<file path="config.mk">
export PLATFORM = sky130hd
export DESIGN_NAME = instruction_loader
export DESIGN_NICKNAME = d
export VERILOG_FILES = /design/src/rtl/loader_pkg.sv /design/src/rtl/byte_packer.sv /design/src/rtl/instruction_loader.sv
export SDC_FILE = /design/constraint.sdc
export NUM_CORES = 1
export LEC_CHECK = 0
export ABC_AREA = 0
export CORE_ASPECT_RATIO = 0.9
export CORE_MARGIN = 1.5
export CORE_UTILIZATION = 35
export CTS_CLUSTER_DIAMETER = 200
export CTS_CLUSTER_SIZE = 40
export DETAILED_ROUTE_END_ITERATION = 8
export DONT_BUFFER_PORTS = 1
export PLACE_DENSITY = 0.51
export SLEW_MARGIN = 20
export SYNTH_ARGS = -nofsm -noshare
export SYNTH_HDL_FRONTEND = slang
export SYNTH_HIERARCHICAL = 1
export SYNTH_SLANG_ARGS = --single-unit
</file>
<file path="constraint.sdc">
create_clock -name clk -period 2.3 [get_ports clk]
set_input_delay 0.23 -clock clk [delete_from_list [all_inputs] [get_ports clk]]
set_output_delay 0.23 -clock clk [all_outputs]
set_load 0.01 [all_outputs]
</file>
<file path="src/rtl/loader_pkg.sv">
// Shared state encoding and word geometry for the instruction loader.
package loader_pkg;

   typedef enum logic [2:0] {
      IDLE    = 3'd0,
      COLLECT = 3'd1,
      WRITE   = 3'd2,
      DONE    = 3'd3,
      CHECK   = 3'd4
   } state_t;

   localparam int BYTES_PER_WORD = 4;
   localparam int WORD_WIDTH     = 32;

endpackage

</file>
<file path="src/rtl/byte_packer.sv">
// Big-endian 8-to-32 packer: three held bytes plus the byte on the bus form the word
// when the fourth byte of a group is accepted.
module byte_packer
   import loader_pkg::*;
(
   input  logic                  clk,
   input  logic                  resetN,
   input  logic                  clear,
   input  logic                  accept,
   input  logic [7:0]            byteIn,
   output logic [WORD_WIDTH-1:0] wordOut,
   output logic                  wordReady
);

   logic [WORD_WIDTH-9:0] shift;
   logic [1:0]            lane;

   // wordOut is only meaningful while wordReady is high
   assign wordReady = accept && (lane == 2'(BYTES_PER_WORD - 1));
   assign wordOut   = {shift, byteIn};

   always_ff @(posedge clk or negedge resetN) begin
      if (!resetN) begin
         shift <= '0;
         lane  <= '0;
      end else if (clear) begin
         shift <= '0;
         lane  <= '0;
      end else if (accept) begin
         shift <= {shift[WORD_WIDTH-17:0], byteIn};
         lane  <= lane + 2'd1;
      end
   end

endmodule

</file>
<file path="src/rtl/instruction_loader.sv">
// Streams bytes into 32-bit instruction-memory writes at BASE_ADDR, BASE_ADDR+4, ...
// Define LOADER_CHECKSUM_EN to append a 4-byte XOR checksum phase (CHECK state).
module instruction_loader
   import loader_pkg::*;
#(
   parameter logic [31:0] BASE_ADDR   = 32'h0,
   parameter int          MEM_WORDS   = 1024,
   parameter int          COUNT_WIDTH = 11
)(
   input  logic                   clk,
   input  logic                   resetN,
   input  logic                   start,
   input  logic [COUNT_WIDTH-1:0] wordCount,
   input  logic [7:0]             byteIn,
   input  logic                   byteValid,
   output logic                   byteReady,
   output logic                   memWrEn,
   output logic [31:0]            memAddr,
   output logic [31:0]            memData,
   output logic                   busy,
   output logic                   done,
   output logic                   overflow,
   output logic                   checksumErr
);

   localparam logic [COUNT_WIDTH-1:0] MEM_LIMIT = COUNT_WIDTH'(MEM_WORDS);

   state_t                 state, state_next;
   logic [COUNT_WIDTH-1:0] limit, word_idx, idx_next;
   logic                   start_ok, accept, word_ready;
   logic [WORD_WIDTH-1:0]  packed_word;

   assign start_ok = start && ((state == IDLE) || (state == DONE));
   assign accept   = byteValid && byteReady;
   assign idx_next = word_idx + COUNT_WIDTH'(1);

   byte_packer u_packer (
      .clk       (clk),
      .resetN    (resetN),
      .clear     (start_ok),
      .accept    (accept),
      .byteIn    (byteIn),
      .wordOut   (packed_word),
      .wordReady (word_ready)
   );

   always_ff @(posedge clk or negedge resetN) begin
      if (!resetN) state <= IDLE;
      else         state <= state_next;
   end

   always_comb begin
      state_next = state;
      byteReady  = 1'b0;
      memWrEn    = 1'b0;
      busy       = 1'b0;
      done       = 1'b0;
      case (state)
         IDLE, DONE: begin
            done = (state == DONE);
            if (start_ok) state_next = (wordCount == '0) ? DONE : COLLECT;
         end
         COLLECT: begin
            byteReady = 1'b1;
            busy      = 1'b1;
            if (word_ready) state_next = WRITE;
         end
         WRITE: begin
            memWrEn = 1'b1;
            busy    = 1'b1;
            if (idx_next == limit) begin
`ifdef LOADER_CHECKSUM_EN
               state_next = CHECK;
`else
               state_next = DONE;
`endif
            end else begin
               state_next = COLLECT;
            end
         end
`ifdef LOADER_CHECKSUM_EN
         CHECK: begin
            byteReady = 1'b1;
            busy      = 1'b1;
            if (word_ready) state_next = DONE;
         end
`endif
         default: state_next = IDLE;
      endcase
   end

   // Write address/data are captured on the 4th byte so they only move entering WRITE
   always_ff @(posedge clk or negedge resetN) begin
      if (!resetN) begin
         limit    <= '0;
         word_idx <= '0;
         overflow <= 1'b0;
         memAddr  <= '0;
         memData  <= '0;
      end else begin
         if (start_ok) begin
            limit    <= (wordCount > MEM_LIMIT) ? MEM_LIMIT : wordCount;
            overflow <= (wordCount > MEM_LIMIT);
            word_idx <= '0;
         end
         if ((state == COLLECT) && word_ready) begin
            memData <= packed_word;
            memAddr <= BASE_ADDR + (32'(word_idx) << 2);
         end
         if (state == WRITE) word_idx <= idx_next;
      end
   end

`ifdef LOADER_CHECKSUM_EN
   logic [31:0] xor_acc;
   logic        csum_err;

   always_ff @(posedge clk or negedge resetN) begin
      if (!resetN) begin
         xor_acc  <= '0;
         csum_err <= 1'b0;
      end else if (start_ok) begin
         xor_acc  <= '0;
         csum_err <= 1'b0;
      end else begin
         if (state == WRITE) xor_acc <= xor_acc ^ memData;
         if ((state == CHECK) && word_ready) csum_err <= (packed_word != xor_acc);
      end
   end

   assign checksumErr = csum_err;
`else
   assign checksumErr = 1'b0;
`endif

endmodule

</file>
==> summary.md, run 1 <==
| Metric | Value |
|---|---|
| Outcome | `complete, but fails checks` |
| Failing checks | `negative hold slack` |
| Final layout net count | `395` |
| Ys flop type | `dfrtp_1` |
| Critical Path RT | `2.53 ns` |
| Internal | `3632 uW` |
| Startpoint types | `flop` |
| Cell taking the most area after synthesis | `dfrtp_1` |
| Setup violations, final | `0` |
| Leakage | `0.002279 uW` |
| Commonest cells after routing, fill and taps aside | `dfrtp_1 (94), mux2_2 (44), nor2_1 (33)` |
| Port buffer count | `0` |
| Final min period | `2.211 ns` |
| Cells after Synth | `376` |
| Longest Clk Path Bufs | `2` |
| Most common cell after layout, fill and taps aside | `dfrtp_1` |
| Met3 usage | `5.453%` |
| Slew @ Worst Pin | `0.6679 ns` |
| Crit share post-route | `96.13%` |
| Max-cap violations | `0` |
| Normalized max-slew margin | `55.31%` |
| Combinational share of power | `27.1%` |
| Initial Utilization | `36.47%` |
| Sw Share | `33.92%` |
| Antenna violations before repair | `0` |
| GRT busiest layer | `met2` |
| Share of cells above drive strength 1 | `22.16%` |
| Post-place instance area | `4497 um^2` |
| RSZ-0062 raised after global routing | `no` |
| Async set or reset register ratio after synthesis | `100.0%` |
| Clock sink total | `94` |
| CTS root buffer | `clkbuf_16` |
| Die width | `122.2 um` |
| Drt pass-1 iters | `4` |
| Via density | `4.911` |
| Post-CTS Setup Inserts | `0` |
| Final wirelength | `8912 um` |
| Post-synth EDFFs | `0` |
| Worst-path fanout max | `5` |
| Total Routing Usage GR | `14.32%` |
| Core area | `12270 um^2` |
| First-pass GRT wire length | `14480 um` |
| Synth top area cells | `dfrtp_1 (53%), mux2_2 (11%), mux2i_1 (6.7%)` |
| CP Data Arrival Time | `2.44 ns` |
| CTS Buf Count | `9` |
| P&R area growth vs syn | `6.795%` |
| Synth warn | `6` |
| Place WS | `0.1244 ns` |
| Via count | `2603` |
| Avg Cell Area, Syn | `11.90 um^2` |
| Total die area | `13470 um^2` |
| Peak VDD IR | `0.0003823 V` |
| Seq cells post-synth | `94` |
| Post_cts resized | `0` |
| Design area | `4778 um^2` |
| Final routed DRC violation total | `0` |
| Register area share after synthesis | `52.57%` |
| Met2 GRT Util | `20.47%` |
| Largest net degree at the start of global routing | `95` |
| Worst-Skew Late Latency | `0.33 ns` |
| DR WL/cell | `16.82 um` |
| FF-to-FF setup slack | `0.09 ns` |
| Met1 GRT Util | `19.97%` |
| Worst Hold Class | `in2async` |
| Worst hold slack | `-0.4108 ns` |
| Vias in the first global route | `2658` |
| Setup tns final | `0 ns` |
| # H-tree levels | `3` |
| Clock network power share | `25.9%` |
| CTS tree | `yes` |
| Fmax | `452.3 MHz` |
| Number of I/O pins | `93` |
| DRT iter0 DRCs | `110` |
| Setup ws final | `0.08902 ns` |
| Sequential power share | `47.0%` |
| ANT cells | `0` |
| Gpl congestion | `0.7835` |
| Max-slew violation count | `0` |
| Dpl hpwl | `6151 um` |
| Hold Fails Final Rpt | `94` |
| Total gr overflow | `0` |
| Distinct cells, synth | `52` |
| Worst-path clk slew | `0.06 ns` |
| Critical path type | `reg2reg` |
| Rows | `38` |
| Synth Cell Area | `4474 um^2` |
| Psw | `1865 uW` |
| Clk_skew | `0.006190 ns` |
| Pwr Density | `1150 nW/um^2` |
| Post-synth top area share | `52.57%` |
| Die height | `110.3 um` |
| Number of routed nets with antenna violations | `0` |
| CP Capture Type | `flop` |
## worst paths after layout
path                                                 from                      end  cells after the start
setup / recovery                     state[1]$_DFFE_PN0P_     state[1]$_DFFE_PN0P_                      9
hold / removal                                     resetN  memData[14]$_DFFE_PN0P_                      0
setup reg to reg                     state[1]$_DFFE_PN0P_     state[1]$_DFFE_PN0P_                      9
hold reg to reg            u_packer/shift[23]$_DFFE_PN0P_  memData[31]$_DFFE_PN0P_                      1
max in group asynchronous                          resetN  word_idx[2]$_DFFE_PN0P_                      0
min in group clk                             wordCount[0]     limit[0]$_DFFE_PN0P_                      2
## power by group through the flow
stage | sequential (uW) | combinational (uW) | clock, uW
2_1_floorplan | 2470 | 1300 | 0
3_3_place_gp | 2610 | 1460 | 0
3_5_place_dp | 2620 | 1510 | 0
4_1_cts | 2600 | 1520 | 1480
5_1_grt | 2660 | 1680 | 1550
6_report | 2580 | 1490 | 1420
## worst max-delay path, cell delays in order, from the launching register on
cell       delay [ns]
dfrtp_1          0.45
inv_2            0.11
ha_4             0.18
and2_4           0.16
and2_4           0.14
inv_1            0.05
a2bb2oi_2        0.18
o2111ai_1        0.16
or4_4            0.49
o41ai_2          0.19
## stage by stage
step | util [%] | hold WS (ns) | cells | power (uW)
2_1_floorplan | - | -0.06559 | 397 | 3775
3_3_place_gp | 36.66 | -0.06397 | 515 | 4073
3_5_place_dp | 36.66 | -0.06442 | 515 | 4135
4_1_cts | 38.95 | -0.4265 | 530 | 5599
5_1_grt | 38.95 | -0.4355 | 530 | 5882
6_report | 38.95 | -0.4108 | 530 | 5497
## cell usage after synthesis (3+ instances only)
master,n
xor2_1,7
inv_1,4
ha_1,6
clkbuf_1,9
dfrtp_1,94
buf_2,5
nor2_1,33
mux2i_1,30
nand2_1,26
xnor2_1,7
buf_4,32
mux2_2,44
a21oi_1,6
o21ai_0,18
nor3_1,3
nand3_1,3
nand4_1,5
a22o_1,4
## state kept, by name, summed over array words and instances, names as in the netlist
| name | cells |
|---|---|
| memData | 32 |
| state | 2 |
| u_packer/shift | 24 |
| limit | 11 |
| u_packer/lane | 2 |
| memAddr | 11 |
| overflow | 1 |
| word_idx | 11 |
## final cells by class
| type | instances | area, um^2 |
|---|---|---|
| Sequential cell | 94 | 2352 |
| Clock inverter | 4 | 48.80 |
| Tap cell | 160 | 200.2 |
| Inverter | 6 | 22.52 |
| Fill cell | 1193 | 7488 |
| Multi-Input combinational cell | 247 | 1849 |
| Timing Repair Buffer | 8 | 72.57 |
| Clock buffer | 11 | 232.7 |
## logic make-up (layout without fill, tap and decap cells)
group	count (synthesis)	count (layout)	synth area share [%]
buffers and inverters	56	29	8.445
xor gates and xnor gates	14	14	2.741
other	1	22	0.08381
DFF	94	94	52.57
muxes	74	74	17.79
AOI/OAI and AO/OA	40	40	5.789
and+or+nand+nor	91	91	10.91
adders and majority gates	6	6	1.678
## routing by layer
layer / vias to the layer above / part of all wire [%]
met5: - / 0
met4: 0 / 1.1
met3: 6 / 7.9
met2: 72 / 43
met1: 1300 / 48
li1: 1225 / -
Power figures use the tool's default switching activity.
==> inputs of run 2 (changes only) <==
--- a/config.mk
+++ b/config.mk
@@ -8,14 +8,13 @@
 export ABC_AREA = 0
 export CORE_ASPECT_RATIO = 0.9
 export CORE_MARGIN = 1.5
-export CORE_UTILIZATION = 35
+export CORE_UTILIZATION = 29
 export CTS_CLUSTER_DIAMETER = 200
 export CTS_CLUSTER_SIZE = 40
 export DETAILED_ROUTE_END_ITERATION = 8
 export DONT_BUFFER_PORTS = 1
-export PLACE_DENSITY = 0.51
+export PLACE_DENSITY = 0.44
 export SLEW_MARGIN = 20
 export SYNTH_ARGS = -nofsm -noshare
 export SYNTH_HDL_FRONTEND = slang
-export SYNTH_HIERARCHICAL = 1
 export SYNTH_SLANG_ARGS = --single-unit
==> summary.md, run 2 <==
| Metric | Value |
|---|---|
| DR WL/cell | `16.14 um (-4.0%)` |
| Vias in the first global route | `2918 (+9.8%)` |
| Post-synthesis mux area share | `11.69% (-6.1 points)` |
| Internal | `3420 uW (-5.9%)` |
| Synth top area cells | `dfrtp_1 (53%), mux2_2 (11%), nand2_1 (7.7%)` |
| Commonest cells after routing, fill and taps aside | `dfrtp_1 (94), nand2_1 (89), mux2_2 (43)` |
| Share of cells above drive strength 1 | `16.86% (-5.3 points)` |
| Worst-path clk slew | `0.07 ns (about the same)` |
| Adder-Cell Fraction of Synth Area | `1.706% (+0.028 points)` |
| Setup violations, final | `0 (unchanged)` |
| Leakage | `0.002262 uW (-0.73%)` |
| Sequential power share | `45.5% (-1.5 points)` |
| Post-synthesis simple-gate area fraction | `13.25% (+2.3 points)` |
| Avg Cell Area, Syn | `10.50 um^2 (-12%)` |
| Worst-Skew Late Latency | `0.35 ns (+0.02 ns)` |
| DRT iter0 DRCs | `226 (+110%)` |
| Dpl hpwl | `6926 um (+13%)` |
| Longest Clk Path Bufs | `2 (unchanged)` |
| Crit share post-route | `83.32% (-13 points)` |
| Core area | `14770 um^2 (+20%)` |
| Gpl congestion | `0.7976 (+1.8%)` |
| Commonest cells post-synth | `dfrtp_1 (94), nand2_1 (90), mux2_2 (43), a21oi_1 (37), buf_4 (22)` |
| Async set or reset register ratio after synthesis | `100.0% (unchanged)` |
| CP Data Arrival Time | `2.19 ns (-0.25 ns)` |
| Synth warn | `0 (-6)` |
| CTS hold repair buffers | `13` |
| Failing checks | `negative hold slack` |
| ANT cells | `0 (unchanged)` |
| Psw | `1817 uW (-2.6%)` |
| Ys flop type | `dfrtp_1` |
| Peak VDD IR | `0.0004456 V (+17%)` |
| Critical path type | `reg2reg` |
| Number of routed nets with antenna violations | `0 (unchanged)` |
| RSZ-0062 raised after global routing | `no` |
| Worst-path fanout max | `27 (+22)` |
| Total gr overflow | `0 (unchanged)` |
| Synth Cell Area | `4400 um^2 (-1.6%)` |
| Pwr Density | `1058 nW/um^2 (-8.0%)` |
| P&R area growth vs syn | `12.45%` |
| Register area share after synthesis | `53.45% (+0.88 points)` |
| Final min period | `1.916 ns (-0.2946 ns)` |
| Via density | `4.775 (-2.8%)` |
| # H-tree levels | `3 (unchanged)` |
| Max-cap violations | `0 (unchanged)` |
| CP Capture Type | `flop` |
| Final wirelength | `10190 um (+14%)` |
| Final layout net count | `457 (+16%)` |
| Worst hold slack | `-0.4280 ns (-0.01715 ns)` |
| Outcome | `complete, but fails checks` |
| Max-slew violation count | `0 (unchanged)` |
| Drt pass-1 iters | `4 (unchanged)` |
| Initial Utilization | `29.80% (-6.7 points)` |
| Final Power | `5236 uW (-4.7%)` |
| Largest net degree at the start of global routing | `95 (unchanged)` |
| Met2 GRT Util | `18.52% (-1.9 points)` |
| First-pass GRT wire length | `16570 um (+14%)` |
| Clock network power share | `28.8% (+2.9 points)` |
| Die width | `132.8 um (+8.7%)` |
| Final routed DRC violation total | `0 (unchanged)` |
| Clk_skew | `0.007844 ns (+0.001654 ns)` |
| Total Routing Usage GR | `13.52% (-0.81 points)` |
| Hold Fails Final Rpt | `94 (unchanged)` |
| Most common cell after layout, fill and taps aside | `dfrtp_1` |
| Reg with most FFs | `memData` |
| Fillers | `1503 (+26%)` |
| Clock sink total | `94 (unchanged)` |
| Via count | `3013 (+16%)` |
| Distinct cells, synth | `49 (-5.8%)` |
| Met1 GRT Util | `19.24% (-0.72 points)` |
| Seq cells post-synth | `94 (unchanged)` |
| Largest family of logic cells by synthesized area | `simple AND/OR/NAND/NOR gates` |
| FF-to-FF setup slack | `0.38 ns (+0.29 ns)` |
| Cells after Synth | `419 (+11%)` |
| Sw Share | `34.70% (+0.77 points)` |
| Post-synth EDFFs | `0 (unchanged)` |
| Worst r2r src | `state[0]$_DFFE_PN0P_` |
| R2R Path End | `limit[0]$_DFFE_PN0P_` |
| GRT busiest layer | `met1` |
| Biggest regs | `memData: 32 flops, u_packer.shift: 24 flops` |
| Antenna violations before repair | `0 (unchanged)` |
| Post-Synth XOR/XNOR Area | `2.388% (-0.35 points)` |
| Setup tns final | `0 ns (unchanged)` |
| Largest register FFs | `32 (unchanged)` |
| Startpoint types | `flop` |
| Total die area | `15920 um^2 (+18%)` |
| Met3 usage | `4.647% (-0.81 points)` |
| Reg2reg path depth | `6 (-3)` |
| Die height | `119.9 um (+8.7%)` |
| Cell taking the most area after synthesis | `dfrtp_1` |
| Number of I/O pins | `93 (unchanged)` |
| Fmax | `521.8 MHz (+15%)` |
| Critical Path RT | `2.57 ns (+0.04 ns)` |
| Complex-gate fraction of the synthesized area | `10.35% (+4.6 points)` |
| Rows | `42 (+11%)` |
| CTS Buf Count | `9 (unchanged)` |
| Count leader, synth | `dfrtp_1` |
| Port buffer count | `0 (unchanged)` |
| Post-synth top area share | `53.45% (+0.88 points)` |
| CTS tree | `yes` |
| Worst Hold Class | `in2async` |
| CTS root buffer | `clkbuf_16` |
| Combinational share of power | `25.7% (-1.4 points)` |
-- run 2: changes by cell type after synthesis, sizes merged, moves of 3 or more --
cell,change
and3,+4
mux2i,-27
xnor2,+3
clkbuf,-5
xor2,-5
a21oi,+31
a22o,-3
nor2,-28
nor2b,+3
nand2,+64
-- run 2: what timing repair did --
item                                   in CTS  in global routing
resized for setup                           0                  1
setup endpoints to repair                   0                  1
endpoints found under the hold margin     107                 94
setup buffers                               0                  0
-- run 2: worst max-delay path by stage --
stage / startpoint / endpoint / slack [ns]
floorplan: state[0]$_DFFE_PN0P_ / memAddr[2]$_DFFE_PN0P_ / 0.44
global placement: state[0]$_DFFE_PN0P_ / word_idx[6]$_DFFE_PN0P_ / 0.33
detailed placement: state[0]$_DFFE_PN0P_ / word_idx[5]$_DFFE_PN0P_ / 0.25
CTS: state[0]$_DFFE_PN0P_ / word_idx[5]$_DFFE_PN0P_ / 0.23
global route: state[0]$_DFFE_PN0P_ / limit[0]$_DFFE_PN0P_ / 0.16
finish: state[0]$_DFFE_PN0P_ / limit[0]$_DFFE_PN0P_ / 0.38
-- run 2: through the flow --
| step | cell area (um^2) | worst slack, ns | utilization [%] | cells | hold slack (ns) |
|---|---|---|---|---|---|
| global route | 4949 | 0.1572 | 33.51 | 631 | -0.4530 |
| global placement | 4516 | 0.3264 | 30.58 | 602 | -0.06391 |
| CTS | 4946 | 0.2326 | 33.49 | 631 | -0.4494 |
| floorplan | 4479 | 0.4422 | - | 440 | -0.06559 |
| finish | 4949 | 0.3837 | 33.51 | 631 | -0.4280 |
| detailed placement | 4516 | 0.2517 | 30.58 | 602 | -0.06390 |
-- run 2: layer usage --
layer	share of wire, %	vias to the layer above	wire length (um)
met1	49	1507	4989
met2	42	81	4327
li1	-	1414	-
met5	0	-	0
met3	7.3	11	745
met4	1.2	0	125
-- run 2: kinds of logic after synthesis --
group	after synthesis
simple gates	130
xor+xnor	12
flops	94
mux	46
fa+ha+maj	6
compound gates	78
buf+inv	52
other cells	1
-- run 2: cell type report --
type | count | area [um^2] | area share (%)
flip-flops and latches | 94 | 2352 | 47.53
multi-input cells | 294 | 1821 | 36.79
well taps | 198 | 247.7 | 5.006
clock buffers | 10 | 229.0 | 4.627
repair buffers | 23 | 205.2 | 4.147
clock inverters | 6 | 71.32 | 1.441
inverters | 6 | 22.52 | 0.4551
-- run 2: worst max-delay path: stages (launching register included) --
cell	delay, ns
dfrtp_1	0.42
inv_1	0.06
ha_1	0.31
and2_1	0.42
buf_4	0.40
nand2_1	0.10
a21oi_1	0.13
-- run 2: power by group through the flow --
stage / registers, uW / clock network (uW) / logic [uW]
3_5_place_dp: 2420 / 0 / 1350
6_report: 2380 / 1510 / 1350
4_1_cts: 2390 / 1580 / 1370
5_1_grt: 2430 / 1640 / 1550
2_1_floorplan: 2290 / 0 / 1080
3_3_place_gp: 2410 / 0 / 1330
==> inputs of run 3 (changes only) <==
--- a/config.mk
+++ b/config.mk
@@ -13,7 +13,7 @@
 export CTS_CLUSTER_SIZE = 40
 export DETAILED_ROUTE_END_ITERATION = 8
 export DONT_BUFFER_PORTS = 1
-export PLACE_DENSITY = 0.44
+export PLACE_DENSITY = 0.43
 export SLEW_MARGIN = 20
 export SYNTH_ARGS = -nofsm -noshare
 export SYNTH_HDL_FRONTEND = slang
==> constraint.sdc (replaced) <==
create_clock -name clk -period 1.99 [get_ports clk]
set_input_delay 0.199 -clock clk [delete_from_list [all_inputs] [get_ports clk]]
set_output_delay 0.199 -clock clk [all_outputs]
set_load 0.01 [all_outputs]
==> summary.md, run 3 (synthesized netlist as in run 2, its figures left out) <==
| Metric | Value |
|---|---|
| Reg2reg path depth | `5 (-1)` |
| Fmax | `559.0 MHz (+7.1%)` |
| Antenna violations before repair | `0 (unchanged)` |
| CTS hold repair buffers | `17 (+4)` |
| Drt pass-1 iters | `4 (unchanged)` |
| Setup tns final | `0 ns (unchanged)` |
| Pwr Density | `1183 nW/um^2 (+12%)` |
| Fin cells | `643 (+1.9%)` |
| Post-CTS Setup Inserts | `0 (unchanged)` |
| Number of routed nets with antenna violations | `0 (unchanged)` |
| Final wirelength | `10070 um (-1.1%)` |
| Port buffer count | `0 (unchanged)` |
| Leakage | `0.002322 uW (+2.6%)` |
| Dpl hpwl | `6962 um (+0.52%)` |
| Via count | `2975 (-1.3%)` |
| Peak VDD IR | `0.0003954 V (-11%)` |
| Worst-path clk slew | `0.06 ns (about the same)` |
| Design area | `5036 um^2 (+1.8%)` |
| Most common cell after layout, fill and taps aside | `dfrtp_1` |
| Share of cells above drive strength 1 | `17.98% (+1.1 points)` |
| Final routed DRC violation total | `0 (unchanged)` |
| ANT cells | `0 (unchanged)` |
| Worst-Skew Late Latency | `0.34 ns (about the same)` |
| Initial Utilization | `29.80% (unchanged)` |
| Setup violations, final | `0 (unchanged)` |
| Core area | `14770 um^2 (unchanged)` |
| Largest register FFs | `32 (unchanged)` |
| CTS root buffer | `clkbuf_16` |
| Total gr overflow | `0 (unchanged)` |
| Total placed cells including tap cells | `611 (+1.5%)` |
| Die width | `132.8 um (unchanged)` |
| DR WL/cell | `15.66 um (-3.0%)` |
| CP Capture Type | `flop` |
| Total Routing Usage GR | `13.40% (-0.11 points)` |
| Gpl congestion | `0.7980 (about the same)` |
| Longest Clk Path Bufs | `2 (unchanged)` |
| Biggest regs | `memData: 32 flops, u_packer.shift: 24 flops` |
| Crit share post-route | `89.89% (+6.6 points)` |
| Hold Fails Final Rpt | `94 (unchanged)` |
| Failing checks | `negative hold slack` |
| Die height | `119.9 um (unchanged)` |
| Clock sink total | `94 (unchanged)` |
| Final min period | `1.789 ns (-0.1275 ns)` |
| CTS Buf Count | `9 (unchanged)` |
| Post-place instance area | `4596 um^2 (+1.8%)` |
| Clk_skew | `0.006803 ns (-0.001041 ns)` |
| Number of I/O pins | `93 (unchanged)` |
| Total die area | `15920 um^2 (unchanged)` |
| Max-cap violations | `0 (unchanged)` |
| Critical Path RT | `2.25 ns (-0.32 ns)` |
| # H-tree levels | `3 (unchanged)` |
| Largest net degree at the start of global routing | `95 (unchanged)` |
| Max-slew violation count | `0 (unchanged)` |
| Worst hold slack | `-0.4498 ns (-0.02182 ns)` |
| Startpoint types | `flop` |
| DRT iter0 DRCs | `116 (-49%)` |
| Reg with most FFs | `memData` |
| P&R area growth vs syn | `14.44%` |
| Util after Layout | `34.10% (+0.59 points)` |
| Worst-path fanout max | `12 (-56%)` |
| Via density | `4.627 (-3.1%)` |
| Vias in the first global route | `2949 (+1.1%)` |
| Commonest cells after routing, fill and taps aside | `dfrtp_1 (94), nand2_1 (89), mux2_2 (43)` |
| Worst Hold Class | `in2async` |
| Critical path type | `reg2reg` |
| Outcome | `complete, but fails checks` |
| RSZ-0062 raised after global routing | `no` |
| Final layout net count | `470 (+2.8%)` |
| Rows | `42 (unchanged)` |
| CP Data Arrival Time | `2.05 ns (-0.14 ns)` |
| CTS tree | `yes` |
| First-pass GRT wire length | `16420 um (-0.87%)` |
-- run 3: per-stage QoR --
| step | worst slack [ns] | total power (uW) | hold WS [ns] |
|---|---|---|---|
| final | 0.2012 | 5956 | -0.4498 |
| after floorplan | 0.1322 | 3902 | -0.09659 |
| after global routing | 0.03219 | 6415 | -0.4729 |
| after CTS | 0.1245 | 6074 | -0.4711 |
| after detailed placement | 0.1281 | 4420 | -0.09442 |
| after global placement | 0.2236 | 4372 | -0.09480 |
-- run 3: final cells by class --
cell class | count | area [um^2]
Fill cell | 1524 | 9731
Sequential cell | 94 | 2352
Multi-Input combinational cell | 294 | 1821
Timing Repair Buffer | 36 | 325.3
Tap cell | 198 | 247.7
Clock buffer | 12 | 246.5
Inverter | 6 | 22.52
Clock inverter | 3 | 21.27
-- run 3: final timing paths --
kind                                    startpoint                      end  slack, ns
setup / recovery           word_idx[4]$_DFFE_PN0P_     state[1]$_DFFE_PN0P_       0.20
setup reg to reg           word_idx[4]$_DFFE_PN0P_     state[1]$_DFFE_PN0P_       0.20
hold / removal                              resetN  memData[11]$_DFFE_PN0P_      -0.45
max in group asynchronous                   resetN  word_idx[9]$_DFFE_PN0P_       2.23
hold reg to reg               limit[3]$_DFFE_PN0P_     limit[3]$_DFFE_PN0P_       0.49
min in group clk                     wordCount[10]     limit[3]$_DFFE_PN0P_       0.02
-- run 3: repair_timing --
item,CTS,global route
endpoints found under the hold margin,119,94
gates resized for setup,0,1
endpoints found under the setup margin,0,7
-- run 3: critical path, cell delays in order (launching register included) --
cell and delay, ns:
dfrtp_1 0.56, nand4_1 0.23, o21ai_0 0.21, nor4bb_1 0.40, o221ai_1 0.16, o21ai_1 0.15
-- run 3: layer usage --
layer | vias to the layer above | GRT usage [%] | part of all wire (%)
met3 | 10 | 4.985 | 6.7
met5 | - | 0 | 0
li1 | 1437 | - | -
met1 | 1461 | 19.61 | 50
met2 | 67 | 17.84 | 42
met4 | 0 | 4.739 | 1.2
-- run 3: power by group --
part	leakage, uW	internal [uW]	total, uW	switching [uW]
registers	0.00128	2330	2740	414
clock network	0.000129	875	1580	702
logic	0.000911	689	1640	950
total	0.00232	3890	5960	2070
